==> src/rtl/latch_gate_sequencer.sv <==
// Round-robin write sequencer for a transparent-latch bank: opens the gate only inside a
// SETUP/OPEN/HOLD window and owns the bank's SET/RST init so GE never overlaps them.
module latch_gate_sequencer #(
    parameter int   NREQ      = 4,
    parameter int   DW        = 8,
    parameter int   SETUP_CYC = 1,
    parameter int   GATE_CYC  = 2,
    parameter int   HOLD_CYC  = 1,
    parameter int   INIT_CYC  = 2,
    parameter logic INIT_VAL  = 1'b0
) (
    input  logic               i_clk,
    input  logic               i_rst_n,
    input  logic [NREQ-1:0]    i_req,
    input  logic [NREQ*DW-1:0] i_wdata,
    input  logic               i_soft_init,
    output logic [NREQ-1:0]    o_gnt,
    output logic               o_done,
    output logic               o_busy,
    output logic [DW-1:0]      o_lat_i,
    output logic               o_lat_ge,
    output logic               o_lat_rst,
    output logic               o_lat_set
);

    localparam int MAXA = (SETUP_CYC > GATE_CYC) ? SETUP_CYC : GATE_CYC;
    localparam int MAXB = (HOLD_CYC > INIT_CYC) ? HOLD_CYC : INIT_CYC;
    localparam int MAXC = (MAXA > MAXB) ? MAXA : MAXB;
    localparam int CW   = (MAXC > 1) ? $clog2(MAXC) : 1;
    localparam int PW   = (NREQ > 1) ? $clog2(NREQ) : 1;

    typedef enum logic [2:0] {
        S_INIT,
        S_IDLE,
        S_SETUP,
        S_OPEN,
        S_HOLD,
        S_FIN
    } state_t;

    state_t            r_state;
    logic [CW-1:0]     r_cnt;
    logic [PW-1:0]     r_ptr;
    logic [NREQ-1:0]   r_gnt;
    logic              r_done;
    logic              r_busy;
    logic [DW-1:0]     r_lat_i;
    logic              r_lat_ge;
    logic              r_lat_rst;
    logic              r_lat_set;

    logic              w_found;
    logic [PW-1:0]     w_winner;
    logic [NREQ-1:0]   w_onehot;

    // Search starts one past the last winner so every requester gets a turn.
    always_comb begin
        w_found  = 1'b0;
        w_winner = '0;
        for (int i = 0; i < NREQ; i++) begin
            if (!w_found && i_req[(int'(r_ptr) + 1 + i) % NREQ]) begin
                w_found  = 1'b1;
                w_winner = PW'((int'(r_ptr) + 1 + i) % NREQ);
            end
        end
    end

    assign w_onehot = {{(NREQ-1){1'b0}}, 1'b1} << w_winner;

    always_ff @(posedge i_clk or negedge i_rst_n) begin
        if (!i_rst_n) begin
            r_state   <= S_INIT;
            r_cnt     <= CW'(INIT_CYC - 1);
            r_ptr     <= PW'(NREQ - 1);
            r_gnt     <= '0;
            r_done    <= 1'b0;
            r_busy    <= 1'b1;
            r_lat_i   <= '0;
            r_lat_ge  <= 1'b0;
            r_lat_rst <= ~INIT_VAL;
            r_lat_set <= INIT_VAL;
        end else begin
            case (r_state)
                S_INIT: begin
                    if (r_cnt == '0) begin
                        r_lat_rst <= 1'b0;
                        r_lat_set <= 1'b0;
                        r_busy    <= 1'b0;
                        r_state   <= S_IDLE;
                    end else begin
                        r_cnt <= r_cnt - 1'b1;
                    end
                end
                S_IDLE: begin
                    if (i_soft_init) begin
                        r_lat_rst <= ~INIT_VAL;
                        r_lat_set <= INIT_VAL;
                        r_cnt     <= CW'(INIT_CYC - 1);
                        r_busy    <= 1'b1;
                        r_state   <= S_INIT;
                    end else if (w_found) begin
                        r_gnt   <= w_onehot;
                        r_lat_i <= i_wdata[int'(w_winner)*DW +: DW];
                        r_ptr   <= w_winner;
                        r_cnt   <= CW'(SETUP_CYC - 1);
                        r_busy  <= 1'b1;
                        r_state <= S_SETUP;
                    end
                end
                S_SETUP: begin
                    if (r_cnt == '0) begin
                        r_lat_ge <= 1'b1;
                        r_cnt    <= CW'(GATE_CYC - 1);
                        r_state  <= S_OPEN;
                    end else begin
                        r_cnt <= r_cnt - 1'b1;
                    end
                end
                S_OPEN: begin
                    if (r_cnt == '0) begin
                        r_lat_ge <= 1'b0;
                        r_cnt    <= CW'(HOLD_CYC - 1);
                        r_state  <= S_HOLD;
                    end else begin
                        r_cnt <= r_cnt - 1'b1;
                    end
                end
                S_HOLD: begin
                    if (r_cnt == '0) begin
                        r_done  <= 1'b1;
                        r_state <= S_FIN;
                    end else begin
                        r_cnt <= r_cnt - 1'b1;
                    end
                end
                S_FIN: begin
                    r_done  <= 1'b0;
                    r_gnt   <= '0;
                    r_busy  <= 1'b0;
                    r_state <= S_IDLE;
                end
                default: begin
                    r_lat_ge  <= 1'b0;
                    r_gnt     <= '0;
                    r_done    <= 1'b0;
                    r_busy    <= 1'b1;
                    r_lat_rst <= ~INIT_VAL;
                    r_lat_set <= INIT_VAL;
                    r_cnt     <= CW'(INIT_CYC - 1);
                    r_state   <= S_INIT;
                end
            endcase
        end
    end

    assign o_gnt     = r_gnt;
    assign o_done    = r_done;
    assign o_busy    = r_busy;
    assign o_lat_i   = r_lat_i;
    assign o_lat_ge  = r_lat_ge;
    assign o_lat_rst = r_lat_rst;
    assign o_lat_set = r_lat_set;

endmodule

==> config.mk <==
export PLATFORM = sky130hd
export DESIGN_NAME = latch_gate_sequencer
export DESIGN_NICKNAME = d
export VERILOG_FILES = /design/src/rtl/latch_gate_sequencer.sv
export SDC_FILE = /design/constraint.sdc
export NUM_CORES = 1
export LEC_CHECK = 0
export ABC_AREA = 1
export CORE_UTILIZATION = 30
export CTS_BUF_LIST = sky130_fd_sc_hd__clkbuf_4 sky130_fd_sc_hd__clkbuf_8 sky130_fd_sc_hd__clkbuf_16
export DETAILED_ROUTE_END_ITERATION = 7
export PLACE_DENSITY = 0.59
export SYNTH_ARGS = -nofsm -noshare
export SYNTH_HDL_FRONTEND = slang
export SYNTH_SLANG_ARGS = --single-unit
export TNS_END_PERCENT = 20
==> constraint.sdc <==
create_clock -name i_clk -period 4.2 [get_ports i_clk]
set_input_delay 0.84 -clock i_clk [delete_from_list [all_inputs] [get_ports i_clk]]
set_output_delay 0.84 -clock i_clk [all_outputs]
set_load 0.02 [all_outputs]
==> summary.md, run 1 <==
| Metric | Value |
|---|---|
| Critical Path Sink Type | register |
| Pin count of the biggest net entering global routing | 23 |
| Register bit count reported by yosys | 22 |
| Area of the die | 5734 sq um |
| Power, Total | 1780 uW |
| Slew Limit Fails | 0 |
| I/O pin count | 56 |
| Fraction of registers with async set or reset after synthesis | 100.0% |
| Post-detailed-route DRC marker count | 0 |
| Clock transition time at the flip-flop clock pins of the worst setup and hold paths | 0.08 ns |
| Placeable core region | 5172 sq um |
| Clock H-tree levels | 1 |
| Run status | finished, final reports clean |
| Critical Setup Path Class | in -> reg |
| Area of all placed cells without fillers | 2227 sq um |
| Synth Flop Type | sky130_fd_sc_hd__dfrtp_1 |
| MaxCap Viol Count | 0 |
| Per-instance average area after synthesis | 6.319 sq um |
| Pin slew with the least headroom to its limit | 0.9916 ns |
| Final wirelength | 4080 um |
| ANT nets after route | 0 |
| Clock tree root driver cell | sky130_fd_sc_hd__clkbuf_8 |
| Area share of the leading cell type in the synthesized netlist | 30.85% |
| Worst max-slew margin expressed relative to the limit | 33.69% |
| Post-synthesis net count | 297 |
| Aggregate global-route resource usage | 16.17% |
| Cell type with the largest total area after synthesis | sky130_fd_sc_hd__nand2_1 |
| Clock tree sinks | 22 |
| Netlist cell types | 27 |
| Hold_ws | 0.4823 ns |
| Synth Warn # | 0 |
| Count leader, synth | sky130_fd_sc_hd__nand2_1 |
| GPL Wtd Cong | 0.8433 |
| Areal power density over the cells | 799.2 nW/um^2 |
| TritonCTS buffer count | 3 |
| Wire length of the first global-routing pass | 7141 um |
| Total via count after detailed routing | 1703 |
| Number of antenna violations at the first check in global routing | 0 |
| Starting utilization of the core area | 31.52% |
| List of most frequent post-synthesis cells | 134 x sky130_fd_sc_hd__nand2_1, 21 x sky130_fd_sc_hd__nand3_1, 17 x sky130_fd_sc_hd__dfrtp_1 |
| Clock latency at the later pin of the worst-skew pair | 0.26 ns |
| Area added between synthesis and finish | 36.61% |
| DRT iter0 DRCs | 108 |
| Average wire per standard cell | 10.91 um |
| Area occupied by multi-input gates | 919.6 sq um |
| Proportion of layout cells with a drive suffix above 1 | 7.895% |
| Leak Pwr | 0.001122 uW |
| Data required, critical path | 4.35 ns |
| Max Clock Skew | 0.004811 ns |
| Die X-Extent | 75.72 um |
| Number of buffers inserted for hold repair after clock tree synthesis | 0 |
| Cells resized by post-CTS repair | 0 |
| Sequential cell area | 556.8 sq um |
| Critical Path AT | 2.92 ns |
| Fmax achieved | 361.3 MHz |
| Cell Rows | 26 |
| Number of synthesized flops with an enable pin | 0 |
| Setup TNS after final layout | 0 ns |
| Final clock period utilization by the worst path | 65.89% |
| Total gr overflow | 0 |
| Final net count | 344 |
| Kind of launch point of the worst setup path | input port |
| Endpoints failing setup | 0 |
| TritonCTS clock tree | done |
| Largest cells by area after synthesis | sky130_fd_sc_hd__nand2_1 31%, sky130_fd_sc_hd__dfrtp_1 26%, sky130_fd_sc_hd__dfstp_2 8.1% |
| Port buffer count | 54 |
| Setup ws final | 1.432 ns |
| Vias in the first global route | 1576 |
| Synthesized area | 1630 sq um |
| Pre-antenna DRT Iters | 4 |
| Maximum fanout count along the critical path | 12 |
| Minimum clock period | 2.768 ns |
| Post-detailed-placement half-perimeter wirelength | 3140 um |
| RSZ-0062 raised after global routing | false |
| Number of hold-slack violations in the final timing report | 0 |
| Worst voltage drop across the vdd grid | 0.2385 mV |
| Clk buf depth | 2 |
| Total cell area at the placement stage | 2172 sq um |
| Die Span Y | 75.72 um |
| Part of the Yosys area used for sequential elements | 34.15% |
| Count of mapped cells out of synthesis | 258 |
| Count of filler cells inserted in the layout | 538 |
| Number of vias per cell after detailed routing | 4.553 |
| Count of inserted antenna diode cells | 0 |
| Post-Place Worst Slack | 1.200 ns |
| Worst hold path type | reg -> reg |
| Setup repair bufs after CTS | 0 |
==> worst paths after layout <==
kind | startpoint | endpoint | slack, ns | depth (start not counted)
worst max-delay path | i_req[2] | o_lat_i[5] | 1.43 | 16
min in group asynchronous | i_rst_n | o_lat_ge | 1.12 | 1
max in group asynchronous | i_rst_n | o_done | 2.48 | 1
worst max register to register | r_ptr[0] | o_lat_i[5] | 1.77 | 14
worst min-delay path | o_busy | o_busy | 0.48 | 2
worst min register to register | o_busy | o_busy | 0.48 | 2
==> metrics by stage <==
stage | instances | util, %
final | 374 | 43.06
after global routing | 374 | 43.06
after CTS | 374 | 43.06
after detailed placement | 370 | 41.99
after global placement | 370 | 41.99
after floorplan | 258 | -
==> cells by family after synthesis <==
family,Yosys count,share of synthesized area [%]
other,1,0.2300
AND/OR/NAND/NOR,180,46.66
buffers and inverters,30,9.439
AO/OA/AOI/OAI,25,9.517
flip-flops,22,34.15
==> critical path, stage by stage <==
cell and delay (ns):
sky130_fd_sc_hd__clkdlybuf4s50_1 0.51, sky130_fd_sc_hd__nand2_1 0.06, sky130_fd_sc_hd__nand2_1 0.10, sky130_fd_sc_hd__nand2_1 0.06
sky130_fd_sc_hd__nand2_1 0.10, sky130_fd_sc_hd__inv_2 0.08, sky130_fd_sc_hd__nor2_1 0.17, sky130_fd_sc_hd__nand2_1 0.07
sky130_fd_sc_hd__nand2_1 0.06, sky130_fd_sc_hd__inv_1 0.04, sky130_fd_sc_hd__nand2_1 0.34, sky130_fd_sc_hd__inv_2 0.20
sky130_fd_sc_hd__nand2_1 0.12, sky130_fd_sc_hd__nand2_1 0.06, sky130_fd_sc_hd__nand2_1 0.05, sky130_fd_sc_hd__nand2_1 0.06
==> sequential cells by signal (all words and copies together) (netlist names) <==
name	cells
r_cnt	1
o_gnt	4
o_lat_i	8
o_busy	1
o_lat_rst	1
o_lat_ge	1
o_done	1
r_ptr	2
r_state	3
==> routing by layer <==
layer / vias to the layer above / routed length [um] / track usage, %
li1: 903 / - / -
met1: 742 / 1973 / 21.76
met2: 53 / 1790 / 25.79
met3: 5 / 273 / 3.968
met4: 0 / 42 / 4.527
met5: - / 0 / 0
==> cells in the final DEF, fill, tap and decap left out, drive strengths merged, types with 3 or more instances in the layout <==
master and instances:
nor3 4, o31ai 4, o21ai 14, dfrtp 17
nand3 22, inv 18, nand2 138, nand4 3
clkbuf 4, clkdlybuf4s50 54, nor2 13, dfstp 5
==> power breakdown <==
part / internal, uW / leakage [uW] / switching (uW)
Clock: 83.6 / 0.0000288 / 69.2
Combinational: 438 / 0.000822 / 781
Sequential: 324 / 0.000271 / 84.6
==> layout make-up <==
cell class	count	share of cell area, %
Multi-Input combinational cell	206	41.29
Tap cell	70	3.933
Sequential cell	22	25.00
Clock buffer	4	2.472
Timing Repair Buffer	54	24.27
Inverter	18	3.034
Power figures use the tool's default switching activity.
==> run 2, diff against run 1 <==
Settings changed: PLACE_DENSITY 0.59 to 0.61.
Clock period 4.2 ns to 2.5 ns, I/O delays scaled along.
==> summary.md, run 2 (same netlist as run 1, synthesis figures left out) <==
| Metric | Value |
|---|---|
| Run status | finished, final reports clean |
| Setup repair bufs after CTS | 0 (unchanged) |
| Average wire per standard cell | 10.83 um (-0.73%) |
| Number of antenna violations at the first check in global routing | 0 (unchanged) |
| Areal power density over the cells | 1398 nW/um^2 (+75%) |
| Cell Rows | 26 (unchanged) |
| Fmax achieved | 490.3 MHz |
| Post-detailed-route DRC marker count | 0 (unchanged) |
| Slew Limit Fails | 0 (unchanged) |
| Clock H-tree levels | 1 (unchanged) |
| Gate family responsible for the most delay along the worst path | simple AND/OR/NAND/NOR gates |
| Starting utilization of the core area | 31.52% (unchanged) |
| Critical Path Sink Type | register |
| GPL Wtd Cong | 0.8498 (+0.77%) |
| Crit-path max cell delay | 0.62 ns (+0.11 ns) |
| Die X-Extent | 75.72 um (unchanged) |
| Post-Place Worst Slack | 0.1786 ns (-1.022 ns) |
| Critical Path AT | 2.25 ns (-0.67 ns) |
| Proportion of total power due to net switching | 49.58% (-3.0 points) |
| Kind of launch point of the worst setup path | register |
| Relative contribution of combinational cells to total power | 69.1% (+0.6 points) |
| Final wirelength | 4126 um (+1.1%) |
| Final net count | 351 (+2.0%) |
| Total via count after detailed routing | 1738 (+2.1%) |
| Worst path slowest cell | sky130_fd_sc_hd__dfstp_2 |
| Cells resized by post-CTS repair | 0 (unchanged) |
| Clock network fraction of total power | 10.3% (+1.7 points) |
| DRT iter0 DRCs | 68 (-37%) |
| Total cell area at the placement stage | 2237 sq um (+3.0%) |
| Aggregate global-route resource usage | 15.65% (-0.52 points) |
| Minimum clock period | 2.040 ns |
| Count of filler cells inserted in the layout | 550 (+2.2%) |
| Die Span Y | 75.72 um (unchanged) |
| Area of the die | 5734 sq um (unchanged) |
| Number of hold-slack violations in the final timing report | 0 (unchanged) |
| Area of all placed cells without fillers | 2308 sq um (+3.7%) |
| Endpoints failing setup | 0 (unchanged) |
| Clock latency at the later pin of the worst-skew pair | 0.27 ns (about the same) |
| Proportion of layout cells with a drive suffix above 1 | 9.968% (+2.1 points) |
| Worst voltage drop across the vdd grid | 0.5390 mV (+130%) |
| Number of buffers inserted for hold repair after clock tree synthesis | 0 (unchanged) |
| Critical Setup Path Class | reg -> reg |
| Wire length of the first global-routing pass | 7024 um (-1.6%) |
| Area added between synthesis and finish | 41.60% |
| Final clock period utilization by the worst path | 81.59% |
| Clock tree root driver cell | sky130_fd_sc_hd__clkbuf_8 |
| Final core utilization | 44.63% (+1.6 points) |
| Setup ws final | 0.4603 ns (-0.9721 ns) |
| Worst hold path type | reg -> reg |
| MaxCap Viol Count | 0 (unchanged) |
| Pre-antenna DRT Iters | 4 (unchanged) |
| Data required, critical path | 2.71 ns (-1.64 ns) |
| Port buffer count | 54 (unchanged) |
| TritonCTS clock tree | done |
| Count of inserted antenna diode cells | 0 (unchanged) |
| RSZ-0062 raised after global routing | false |
| Portion of total power attributed to sequential cells | 20.6% (-2.3 points) |
| Most Frequent Cell on Critical Path | sky130_fd_sc_hd__nand2_1 |
| Number of vias per cell after detailed routing | 4.562 (+0.18%) |
| Total gr overflow | 0 (unchanged) |
| ANT nets after route | 0 (unchanged) |
| Bufs and invs on worst path | 1 (-3) |
| Clock tree sinks | 22 (unchanged) |
| Internal power of the cells | 1627 uW (+93%) |
| Clock transition time at the flip-flop clock pins of the worst setup and hold paths | 0.09 ns (about the same) |
| Pin count of the biggest net entering global routing | 23 (unchanged) |
| Number of flip-flops under the largest register name | 8 (unchanged) |
| TritonCTS buffer count | 3 (unchanged) |
| Setup TNS after final layout | 0 ns (unchanged) |
| Most frequent standard cell in the layout excluding fill and tap cells | sky130_fd_sc_hd__nand2_1 |
| Cells along the critical path | inv_2, nand2_1, nand2_1, nand2_1, nand2_2, nand2_1, nand2_1, nor2_4, nand3_1, nand2_1, nand2_1, nand2_1, nand2_1, nand2_1 |
| I/O pin count | 56 (unchanged) |
| Maximum fanout count along the critical path | 16 (+4) |
| Clk buf depth | 2 (unchanged) |
| Max Clock Skew | 0.008852 ns (+0.004041 ns) |
| Placeable core region | 5172 sq um (unchanged) |
| Switching component of the power | 1600 uW (+71%) |
| Post-detailed-placement half-perimeter wirelength | 3272 um (+4.2%) |
| Leading cell types in the layout, fill and taps excluded | 134 x sky130_fd_sc_hd__nand2_1, 54 x sky130_fd_sc_hd__clkdlybuf4s50_1, 21 x sky130_fd_sc_hd__nand3_1 |
| Leak Pwr | 0.001166 uW (+3.9%) |
| Vias in the first global route | 1663 (+5.5%) |
run 2: cell types whose count changed in the layout (fill, tap and decap cells not counted):
cell / change
sky130_fd_sc_hd__clkbuf_8: -1
sky130_fd_sc_hd__buf_4: +6
sky130_fd_sc_hd__bufinv_16: +1
sky130_fd_sc_hd__buf_12: +1
run 2: path summary, 6_finish.rpt:
kind | cells past startpoint | start | slack (ns) | end
min in group asynchronous | 2 | i_rst_n | 0.57 | o_lat_i[4]
setup / recovery | 14 | r_ptr[1] | 0.46 | o_lat_i[6]
setup reg to reg | 14 | r_ptr[1] | 0.46 | o_lat_i[6]
hold / removal | 2 | o_lat_i[4] | 0.49 | o_lat_i[4]
hold reg to reg | 2 | o_lat_i[4] | 0.49 | o_lat_i[4]
max in group asynchronous | 2 | i_rst_n | 1.64 | o_busy
run 2: worst min-delay path, cell delays in order, from the launching register on:
cell,delay (ns)
sky130_fd_sc_hd__dfrtp_1,0.36
sky130_fd_sc_hd__nand2_1,0.06
sky130_fd_sc_hd__nand2_1,0.05
run 2: layout make-up:
cell class                 instances  area (sq um)  share of cell area (%)
clock buffer                       3         41.29                   1.789
clock inverter                     1         30.03                   1.301
inverter                          18         67.56                   2.927
multi-input combinational        206         919.6                   39.84
sequential                        22         556.8                   24.12
tap                               70         87.58                   3.794
timing repair buffer              61         605.6                   26.23
run 2: power by group through the flow:
stage / registers [uW] / logic [uW] / clock network (uW)
6_report: 664 / 2230 / 332
5_1_grt: 683 / 2550 / 358
4_1_cts: 667 / 2250 / 348
3_5_place_dp: 672 / 2250 / 0
3_3_place_gp: 676 / 2250 / 0
2_1_floorplan: 758 / 1540 / 0
run 2: through the flow:
| step | hold slack [ns] | total power (uW) | std cells |
|---|---|---|---|
| 2_1_floorplan | 0.2044 | 2293 | 258 |
| 3_3_place_gp | 0.4747 | 2929 | 377 |
| 3_5_place_dp | 0.4746 | 2918 | 377 |
| 4_1_cts | 0.5014 | 3269 | 381 |
| 5_1_grt | 0.5116 | 3588 | 381 |
| 6_report | 0.4949 | 3227 | 381 |
run 2: metal layers:
| metal | routed length (um) | vias up | GRT usage (%) |
|---|---|---|---|
| met1 | 1926 | 767 | 18.82 |
| met2 | 1988 | 49 | 29.37 |
| met5 | 0 | - | 0 |
| met3 | 200 | 2 | 2.910 |
| li1 | - | 920 | - |
| met4 | 10 | 0 | 2.469 |
==> run 3, diff against run 2 <==
Settings changed: PLACE_DENSITY 0.61 to 0.59.
Clock period 2.5 ns to 1.92 ns, I/O delays scaled along.
==> summary.md, run 3 (same netlist as run 1, synthesis figures left out) <==
| Metric | Value |
|---|---|
| TritonCTS buffer count | 3 (unchanged) |
| Fmax achieved | 514.1 MHz (+4.9%) |
| DRT iter0 DRCs | 73 (+7.4%) |
| Proportion of layout cells with a drive suffix above 1 | 20.48% (+11 points) |
| Vias in the first global route | 1700 (+2.2%) |
| Setup ws final | -0.02503 ns (-0.4853 ns) |
| Violated checks | setup timing |
| Clock latency at the later pin of the worst-skew pair | 0.26 ns (about the same) |
| Leak Pwr | 0.001289 uW (+11%) |
| Minimum clock period | 1.945 ns (-0.09466 ns) |
| Number of flip-flops under the largest register name | 8 (unchanged) |
| Worst hold path type | in -> async |
| Most frequent standard cell in the layout excluding fill and tap cells | sky130_fd_sc_hd__nand2_1 |
| Clock tree sinks | 22 (unchanged) |
| RSZ-0062 raised after global routing | true |
| Area of the die | 5734 sq um (unchanged) |
| Die X-Extent | 75.72 um (unchanged) |
| Critical Path AT | 2.11 ns (-0.14 ns) |
| Worst voltage drop across the vdd grid | 0.6978 mV (+29%) |
| Aggregate global-route resource usage | 16.52% (+0.87 points) |
| Number of antenna violations at the first check in global routing | 0 (unchanged) |
| Clk buf depth | 2 (unchanged) |
| Critical Setup Path Class | reg -> reg |
| Areal power density over the cells | 1910 nW/um^2 (+37%) |
| Number of hold-slack violations in the final timing report | 0 (unchanged) |
| Starting utilization of the core area | 31.52% (unchanged) |
| Final wirelength | 4450 um (+7.9%) |
| Area added between synthesis and finish | 57.48% |
| Post-detailed-route DRC marker count | 0 (unchanged) |
| Slew Limit Fails | 0 (unchanged) |
| Count of non-filler cells in the finished layout | 402 (+5.5%) |
| Total gr overflow | 0 (unchanged) |
| Kind of launch point of the worst setup path | register |
| Crit. Startpoint | r_ptr[0] |
| Final net count | 372 (+6.0%) |
| Clock transition time at the flip-flop clock pins of the worst setup and hold paths | 0.09 ns (about the same) |
| Hold_ws | 0.4679 ns (-0.02697 ns) |
| Count of inserted antenna diode cells | 0 (unchanged) |
| Power, Total | 4903 uW (+52%) |
| Count of filler cells inserted in the layout | 531 (-3.5%) |
| Source of the worst register-to-register timing path | r_ptr[0] |
| Clock H-tree levels | 1 (unchanged) |
| Cell Rows | 26 (unchanged) |
| Number of buffers inserted for hold repair after clock tree synthesis | 0 (unchanged) |
| Run status | complete, but fails checks |
| MaxCap Viol Count | 0 (unchanged) |
| ANT nets after route | 0 (unchanged) |
| Critical Path Sink Type | register |
| Final clock period utilization by the worst path | 101.3% (+20 points) |
| Area occupied by multi-input gates | 974.7 sq um (+6.0%) |
| Pre-antenna DRT Iters | 4 (unchanged) |
| Die Span Y | 75.72 um (unchanged) |
| # placed instances | 391 (+3.7%) |
| Leading cell types in the layout, fill and taps excluded | 123 x sky130_fd_sc_hd__nand2_1, 54 x sky130_fd_sc_hd__clkdlybuf4s50_1, 22 x sky130_fd_sc_hd__buf_4 |
| Number of vias per cell after detailed routing | 4.483 (-1.7%) |
| Clock tree root driver cell | sky130_fd_sc_hd__clkbuf_8 |
| Data required, critical path | 2.09 ns (-0.62 ns) |
| TritonCTS clock tree | done |
| Max Clock Skew | 0.006265 ns (-0.002587 ns) |
| Port buffer count | 54 (unchanged) |
| Pin count of the biggest net entering global routing | 23 (unchanged) |
| I/O pin count | 56 (unchanged) |
| Sequential cell area | 556.8 sq um (unchanged) |
| Placeable core region | 5172 sq um (unchanged) |
| Maximum fanout count along the critical path | 7 (-9) |
| Average wire per standard cell | 11.07 um (+2.2%) |
| GPL Wtd Cong | 0.8488 (-0.12%) |
| Endpoints failing setup | 8 (+8) |
| Post-detailed-placement half-perimeter wirelength | 3228 um (-1.3%) |
| Wire length of the first global-routing pass | 7341 um (+4.5%) |
| Total via count after detailed routing | 1802 (+3.7%) |
run 3: cell count changes in the layout (fill, tap and decap cells not counted), sizes merged:
cell / previous run / this run
buf: 7 / 27
clkbuf: 3 / 4
run 3: area by class of cell:
class                           instances  share of cell area [%]
Multi-Input combinational cell        206                   37.96
Tap cell                               70                   3.411
Timing Repair Buffer                   82                   31.34
Clock inverter                          1                   1.170
Inverter                               18                   2.827
Clock buffer                            3                   1.608
Sequential cell                        22                   21.69
run 3: final timing paths:
kind / slack [ns] / cells past startpoint / end
worst max-delay path: -0.03 / 15 / o_lat_i[4]
worst min-delay path: 0.47 / 2 / o_lat_i[0]
worst max register to register: -0.03 / 15 / o_lat_i[4]
worst min register to register: 0.48 / 2 / o_busy
max in group asynchronous: 1.18 / 2 / o_lat_rst
min in group i_clk: 0.48 / 2 / o_busy
run 3: through the flow:
step | TNS (ns) | worst slack [ns] | util (%) | cell area [sq um]
after global placement | -3.634 | -0.2462 | 45.28 | 2342
after detailed placement | -3.758 | -0.2515 | 45.28 | 2342
final | -0.1227 | -0.02503 | 49.64 | 2567
after CTS | -0.01495 | -0.01495 | 47.00 | 2431
after global routing | -2.464 | -0.1851 | 49.64 | 2567
after floorplan | 0 | 0.1021 | - | 1630
run 3: report_power, final:
part           total [uW]  switching, uW  internal (uW)
sequential            854            149            706
combinational        3610           2000           1610
clock                 438            160            279
total                4900           2310           2590
run 3: repair_timing:
action	in CTS	in global routing
endpoints found under the setup margin	15	19
cloned	0	1
pin swaps	2	7
setup buffers	0	6
gates resized for setup	6	22
run 3: per-layer routing:
| layer | up-vias | GRT usage [%] | wire [um] |
|---|---|---|---|
| met1 | 776 | 21.21 | 2005 |
| met2 | 65 | 27.48 | 2141 |
| met5 | - | 0 | 0 |
| met3 | 6 | 4.365 | 272 |
| li1 | 955 | - | - |
| met4 | 0 | 4.527 | 30 |
run 3: critical path, cell delays in order, from the launching register on:
cell,delay [ns]
sky130_fd_sc_hd__dfstp_2,0.58
sky130_fd_sc_hd__buf_6,0.13
sky130_fd_sc_hd__nand2_1,0.06
sky130_fd_sc_hd__nand2_2,0.09
sky130_fd_sc_hd__nand2_1,0.08
sky130_fd_sc_hd__nand2_2,0.09
sky130_fd_sc_hd__inv_2,0.08
sky130_fd_sc_hd__nand4_4,0.13
sky130_fd_sc_hd__nand3_4,0.13
sky130_fd_sc_hd__clkbuf_16,0.18
sky130_fd_sc_hd__nand2_1,0.05
sky130_fd_sc_hd__nand2_1,0.05
sky130_fd_sc_hd__nand2_1,0.06
sky130_fd_sc_hd__nand2_1,0.04
sky130_fd_sc_hd__nand2_1,0.05
sky130_fd_sc_hd__nand2_1,0.04
==> patch, RTL diff (settings of run 2) <==
Re-encode `state_t` (6 states) as one-hot, 6 bits wide.
--- a/src/rtl/latch_gate_sequencer.sv
+++ b/src/rtl/latch_gate_sequencer.sv
@@ -30,11 +30,11 @@
     localparam int PW   = (NREQ > 1) ? $clog2(NREQ) : 1;
 
-    typedef enum logic [2:0] {
-        S_INIT,
-        S_IDLE,
-        S_SETUP,
-        S_OPEN,
-        S_HOLD,
-        S_FIN
+    typedef enum logic [5:0] {
+        S_INIT  = 6'b000001,
+        S_IDLE  = 6'b000010,
+        S_SETUP = 6'b000100,
+        S_OPEN  = 6'b001000,
+        S_HOLD  = 6'b010000,
+        S_FIN   = 6'b100000
     } state_t;
 
Formal check against the unedited RTL: no difference found for any inputs over 4 cycles, from zero or initial values and one cycle with i_rst_n low; so few cycles prove little.
==> patch against run 2 <==
  * Sequential share of layout area is 1.4 points higher
  * Global-route usage is 0.085 points lower
  * Worst setup slack worse by 90 ps
  * Largest cell class unchanged
  * Sequential cell count is 3 higher
  * Synthesized area is 9.6% higher
  * Final area is 7.4% higher
  * Total power is 0.82% higher
  * Critical endpoint is now o_gnt[1]
  * Wire length is 9.2% higher
==> patch: results (changes against run 2) <==
metric	value	unit	change
CTS resizes	0		unchanged
Root Driver	clkbuf_8		
grt met2 use	28.4	%	-1.0 points
First DRT Iteration DRCs	114		+68%
worst reg2reg endpoint	o_gnt[1]		
number of global-route vias before repair	1846		+11%
initial antenna violation count	0		unchanged
HP Class	reg2reg		
Ys Warns	0		unchanged
Worst-Skew Late Latency	260	ps	
FF-to-FF setup slack	370	ps	-90 ps
Post-DP HPWL	3600	um	+9.9%
Top FF cell, synth	dfrtp_1		
layout cells sized above 1	11.1	%	+1.1 points
largest net degree at the start of global routing	26		+13%
Total GRT Usage	15.6	%	-0.085 points
Worst Hold Launch	o_lat_rst		
LEAKAGE	1.27	nW	+9.3%
Clock Skew	1.90	ps	-6.95 ps
Largest register FFs	8		unchanged
Port Buf Inserts	54		unchanged
met3 Usage GRT	3.22	%	+0.31 points
GPL Wtd Cong	0.833		-2.0%
DP Area	2430	um2	+8.6%
maximum VDD drop	0.515	mV	-4.5%
sequential area share after synthesis	35.4	%	+1.3 points
status	finished clean		
Distinct cells, synth	29		+7.4%
TritonCTS buffer count	3		unchanged
Post-CTS Setup Repair Bufs	0		unchanged
Total Nets Final	374		+6.6%
worst-case reg-to-reg path depth	11		-3
main area contributors after synthesis	nand2_1 (28%), dfrtp_1 (27%), nand3_1 (9.0%)		
GR Util met1	18.8	%	about the same
Ant. Diodes	0		unchanged
synth cell count leaders	nand2_1 (133), nand3_1 (32), dfrtp_1 (19)		
global-route wire length before repair	7980	um	+14%
FFs w/ async S/R, synth	100	%	unchanged
Hold Path Depth	2		unchanged
drt wl/cell	11.1	um	+2.5%
post-synthesis net count	315		+6.1%
drt pass-1 iters	4		unchanged
Worst-path clk slew	80	ps	
crit path max fanout	10		-6
maximum root-to-sink buffer count	2		unchanged
RR Startpoint	r_ptr[0]		
Vias	1903		+9.5%
H-tree Lvls	1		unchanged
worst hold path endpoint	o_lat_rst		
-- patch: per-stage QoR --
step                hold slack (ps)  cells  setup slack (ps)  util, %  power [mW]
floorplan                       204    276               668        -        2.36
global placement                455    402               159     43.3        3.02
detailed placement              453    402               128     43.3        3.02
CTS                             466    406               344     44.2        3.29
global route                    508    406               135     44.2        3.62
finish                          464    406               370     44.2        3.25
-- patch: power breakdown --
part	internal [mW]	leakage, nW	switching, mW
clock	0.124	0.0262	0.121
combinational	0.903	0.931	1.41
sequential	0.580	0.316	0.114
total	1.61	1.27	1.65
-- patch: cells by family (layout without fill, tap and decap cells) --
logic type / Yosys count / in the layout / share of synthesized area, %
and+or+nand+nor: 196 / 196 / 48.6
AOI/OAI and AO/OA: 21 / 21 / 6.93
DFF: 25 / 25 / 35.4
other: 1 / 1 / 0.210
buffers and inverters: 33 / 91 / 8.82
-- patch: worst max-delay path: stages, from the launching register on --
cell	delay (ps)
dfstp_2	600
buf_4	180
nand2_1	70
nand2_2	100
nand2_1	100
nand2_4	110
nor2_8	50
nand3_1	60
nand3_1	70
nor2_1	260
inv_2	170
o31ai_1	260
-- patch: how the worst max path moves through the flow --
| stage | depth (start not counted) | slack (ps) | endpoint | from |
|---|---|---|---|---|
| after global placement | 14 | 160 | o_lat_i[3] | i_req[1] |
| after detailed placement | 14 | 130 | o_lat_i[3] | i_req[1] |
| after CTS | 11 | 340 | o_gnt[1] | r_ptr[0] |
| final | 11 | 370 | o_gnt[1] | r_ptr[0] |
| after global routing | 14 | 140 | o_lat_i[3] | r_ptr[0] |
| after floorplan | 13 | 670 | o_lat_i[7] | r_ptr[0] |
-- patch: layer usage --
| metal | vias up | routed length (um) |
|---|---|---|
| met5 | - | 0 |
| met4 | 0 | 32 |
| li1 | 995 | - |
| met1 | 849 | 1970 |
| met2 | 55 | 2210 |
| met3 | 4 | 284 |
-- patch: final cells by class --
cell class | count | area [um2]
clock buffer | 4 | 48.8
fill | 612 | 3130
inverter | 24 | 90.1
multi-input combinational | 218 | 996
sequential | 25 | 633
tap | 72 | 90.1
timing repair buffer | 63 | 621
